`config.mk`:
```
export PLATFORM = sky130hd
export DESIGN_NAME = crypto_veril
export DESIGN_NICKNAME = d
export VERILOG_FILES = /design/src/rtl/crypto_veril.sv
export SDC_FILE = /design/constraint.sdc
export NUM_CORES = 1
export LEC_CHECK = 0
export CAP_MARGIN = 40
export CORE_ASPECT_RATIO = 2
export CORE_MARGIN = 4
export CORE_UTILIZATION = 60
export CTS_CLUSTER_DIAMETER = 200
export DETAILED_ROUTE_END_ITERATION = 12
export PLACE_DENSITY = 0.83
export SLEW_MARGIN = 0
export SYNTH_ARGS = -nofsm -noshare
export SYNTH_HDL_FRONTEND = slang
export SYNTH_SLANG_ARGS = --single-unit
export TNS_END_PERCENT = 30
```
`constraint.sdc`:
```
create_clock -name clk1 -period 5.85 [get_ports clk1]
set_input_delay 1.4625 -clock clk1 [delete_from_list [all_inputs] [get_ports clk1]]
set_output_delay 1.4625 -clock clk1 [all_outputs]
set_load 0.01 [all_outputs]
```
`src/rtl/crypto_veril.sv`:
```
// crypto_veril: three-stage pipelined 16-bit scrambler with a 5-bit key.
// Latency: 3 clocks from the first start cycle after a load to output_data.
// Backpressure: dropping start freezes every stage in place; ld flushes in-flight work.
//
// Ports:
//    clk1        - sole clock, rising edge
//    rst         - synchronous active-high reset, clears every register
//    input_data  - 16-bit plaintext operand, captured on ld
//    key_bits    - 5-bit key operand, captured on ld
//    ld          - load strobe: captures operands, clears the done flags
//    start       - run enable: all stages advance while high (and ld low)
//    output_data - registered stage-3 result, held until a new result lands
module crypto_veril (
   input  logic        clk1,
   input  logic        rst,
   input  logic [15:0] input_data,
   input  logic [4:0]  key_bits,
   input  logic        ld,
   input  logic        start,
   output logic [15:0] output_data
);

   // Operand registers
   logic [15:0] data_reg;
   logic [4:0]  key_reg;

   // Pipeline stage registers and valid flags
   logic [15:0] stg1_out;
   logic [16:0] stg2_out;
   logic [15:0] stg3_out;
   logic        stg1_done;
   logic        stg2_done;

   // Combinational next values for each stage
   logic [15:0] k16;
   logic [15:0] stg1_nxt;
   logic [16:0] stg2_nxt;
   logic [15:0] stg3_fold;
   logic [15:0] stg3_nxt;

   // 16-bit rotate left by 0..15: shift a doubled copy and keep the top half.
   function automatic logic [15:0] rotl16(input logic [15:0] d, input logic [3:0] s);
      logic [31:0] dd;
      dd = {d, d} << s;
      return dd[31:16];
   endfunction

   always_comb begin
      k16       = {key_reg, key_reg, key_reg, key_reg[4]};
      stg1_nxt  = rotl16(data_reg, key_reg[3:0]) ^ k16;
      stg2_nxt  = {1'b0, stg1_out} + {1'b0, ~k16};
      // Carry-out from stage 2 inverts every result bit.
      stg3_fold = stg2_out[15:0] ^ {16{stg2_out[16]}};
      stg3_nxt  = key_reg[4] ? {stg3_fold[7:0], stg3_fold[15:8]} : stg3_fold;
   end

   // Priority: rst, then ld, then start. Stage 2 may consume a stale stage-1
   // value on the first run edge, but its done flag stays low, so stage 3
   // never latches it.
   always_ff @(posedge clk1) begin
      if (rst) begin
         data_reg    <= '0;
         key_reg     <= '0;
         stg1_out    <= '0;
         stg2_out    <= '0;
         stg3_out    <= '0;
         stg1_done   <= 1'b0;
         stg2_done   <= 1'b0;
         output_data <= '0;
      end else if (ld) begin
         data_reg  <= input_data;
         key_reg   <= key_bits;
         stg1_done <= 1'b0;
         stg2_done <= 1'b0;
      end else if (start) begin
         stg1_out  <= stg1_nxt;
         stg1_done <= 1'b1;
         stg2_out  <= stg2_nxt;
         stg2_done <= stg1_done;
         if (stg2_done) begin
            stg3_out    <= stg3_nxt;
            output_data <= stg3_nxt;
         end
      end
   end

endmodule

```
==> results.yml <==
floorplanning:
  ios: 41
  dieArea_sq_mm: 0.00898
  die_y_microns: 130
  rows: 44
  core_area_sq_mm: 0.00727
  initial_core_util_pct: 61.5
  die_w_microns: 69.0
global_route:
  grt.total_usage_pct: 23.8
  grt_overflow: 0
  grt_pass1_vias: 3621
  grt_max_degree: 74
  grt_pass1_wl_mm: 16.9
  antenna_found_initial: 0
min_path:
  min_path_type: "register to register"
  hold_end: "stg1_out[14]$_SDFFE_PP0P_"
  worstHoldStart: "stg1_out[14]$_SDFFE_PP0P_"
  worstHoldPathCells: 2
synthesis:
  yosysTopAreaCell: "dfxtp_1"
  synth_seq_cells: 72
  syn_area_per_cell_sq_um: 9.24
  synth_top_family_by_area: "multiplexers"
  muxShareOfSynthArea_pct: 23.2
  yosys.area_share.simple_pct: 14.1
  ys_types: 47
  synth-xor-area-share_pct: 6.66
  yosysSeqAreaShare_pct: 32.2
  synth_compound_area_share_pct: 14.0
  synth_top_area_share_pct: 32.2
  synth_edf_count: 0
  post_synth_inst_count: 484
  netlist_top_cells_area: "dfxtp_1, mux4_2, mux2i_1"
  ys_top_cells_by_count: "nor2_1, dfxtp_1, mux2i_1"
  yosysWarningCount: 0
  async_flop_share_pct: 0
  synthFlopType: "dfxtp_1"
  synth_nets: 526
  synth_fa_ha_area_share_pct: 4.92
  synth.cell_area_sq_mm: 0.00447
  synth_most_common_cell: "nor2_1"
timing:
  relSlewSlack_pct: 39.5
  final_max_slew_viol_count: 0
  rsz0062_at_grt: "false"
  worstMarginPinSlew_ns: 0.905
  hold_viol: 0
  tns_ns: 0
  final-setup-viol-count: 0
  finalCriticalPeriod_ns: 3.28
  clock.fmax_mhz: 305
  fin_crit_sh_pct: 56.1
  fin_skew_ns: 0.00551
pwr:
  p_leak_nw: 1.95
  power_density_mw_per_mm2: 280
  ir_worst_vdd_mv: 0.212
  finalPower_mw: 1.45
cells_and_area:
  top_register: "stg2_out"
  area_growth_pct: 15.9
  diodes: 0
  largest_reg_flops: 17
  layout-drive-gt1-share_pct: 10.4
  final_nets: 546
  fin_util_pct: 71.3
drt:
  drc_errors: 0
  vias_per_cell: 6.19
  vias: 3719
  wire_per_inst_microns: 17.3
  first_pass_iters: 4
  wirelength_mm: 10.4
  drt-initial-drc-count: 181
  final_antenna_net_count: 0
setup_path:
  criticalPathCategory: "input port to register"
  cp_common_cell: "nor2_1"
  cp-start-kind: "input port"
  worstPathMaxFanout: 32
  path_cells: "clkdlybuf4s50_1 > buf_4 > nor2b_2 > nand2_1 > nor2_1 > a21oi_1 > nor2_1"
  worst-path-buf-inv: 2
  cpPeakStageDelay_ns: 0.69
  critPathRequiredTime_ns: 6.04
  r2r_cells: 7
  rrSetupSlack_ns: 2.76
  critPathTopFamily: "simple AND/OR/NAND/NOR gates"
  r2r_start: "key_reg[3]$_SDFFE_PP0P_"
  cp_slowest_cell: "nand2_1"
  r2r_end: "stg2_out[16]$_SDFFE_PP0P_"
  arrival_ns: 3.47
  worstSetupEndpointType: "register"
clock_network:
  cts.sinks: 72
  cts_resized: 0
  postCtsSetupBuffers: 0
  cts-root-buf: "clkbuf_16"
  clockBufferDepth: 2
  hold_buffers: 0
  worstSkewPairLatency_ns: 0.34
  clk_pin_slew_ns: 0.06
  htreeDepth: 3
  numCtsBuffers: 9
  cts_tree: "yes"
flow_run:
  max_cap_viol_count: 0
placed_design:
  place_congestion: 0.841
  dp_hpwl_mm: 7.55
  numPortBuffers: 40
run_status:
  outcome: "finished clean"
-- metrics by stage --
step           std cells  setup WS, ns  hold slack [ns]  cell area (sq um)
2_1_floorplan        484          3.05            0.436               4470
3_3_place_gp         584          2.30            0.447               4850
3_5_place_dp         585          2.23            0.450               4870
4_1_cts              601          2.58            0.457               5180
5_1_grt              601          2.32            0.483               5180
6_report             601          2.57            0.455               5180
-- worst register-to-register path, stage by stage, from the launching register on --
cell and delay (ns):
dfxtp_1 0.70, inv_1 0.47, ha_1 0.49, a21oi_1 0.27
a31oi_1 0.21, o41ai_2 0.54, o311a_1 0.22, nor3_1 0.05
-- final cells by class --
type	instances	area [sq um]
fill	559	2090
clock inverter	3	65.1
multi-input combinational	362	2810
timing repair buffer	46	448
sequential	72	1440
clock buffer	13	250
tap	92	115
inverter	13	48.8
-- power by group --
part           total, mW  internal (mW)  leakage [nW]  switching [mW]
combinational      0.310          0.149          1.21           0.162
clock              0.586          0.385         0.154           0.201
sequential         0.553          0.520         0.590          0.0334
-- cell families after synthesis --
group / after synthesis
mux: 69
xor+xnor: 34
fa+ha+maj: 17
buf+inv: 50
compound gates: 94
flops: 72
simple gates: 148
-- metal layers --
layer	track usage, %	vias up	share of wire [%]
li1	-	1770	-
met1	21.1	1770	33
met2	46.7	137	57
met3	4.55	42	4.0
met4	17.3	0	6.0
met5	0	-	0
-- cell usage in the layout, fill, tap and decap left out, types with 2 or more instances in the layout --
cell and count:
nor2b_1 4, o21ai_1 3, buf_4 5, o21a_1 5, bufinv_16 2, o211ai_1 5
xnor2_1 15, dfxtp_1 72, mux4_1 2, mux2i_1 42, nand3_1 3, a211oi_1 18
ha_1 16, clkdlybuf4s50_1 39, o311ai_0 2, a21oi_1 33, nand2b_1 3, xor2_1 19
clkbuf_16 9, nor3_1 7, nand3b_1 4, nor2_1 87, a31oi_1 3, a211oi_2 3
o21ai_0 11, clkbuf_1 3, nand2_1 30, nor4_1 2, mux4_2 25, o31ai_1 2
and3_1 3, inv_1 12
-- worst max path at each step --
stage                                        end  cells after the start  slack [ns]  startpoint
floorplan              stg2_out[14]$_SDFFE_PP0P_                      6        3.05          ld
global placement    output_data[15]$_SDFFE_PP0P_                      7        2.30          ld
detailed placement   output_data[8]$_SDFFE_PP0P_                      7        2.23          ld
CTS                  output_data[8]$_SDFFE_PP0P_                      7        2.58          ld
global route        output_data[13]$_SDFFE_PP0P_                      7        2.32          ld
finish               output_data[8]$_SDFFE_PP0P_                      7        2.57          ld
Note: power is estimated with default switching activity, not from simulation.
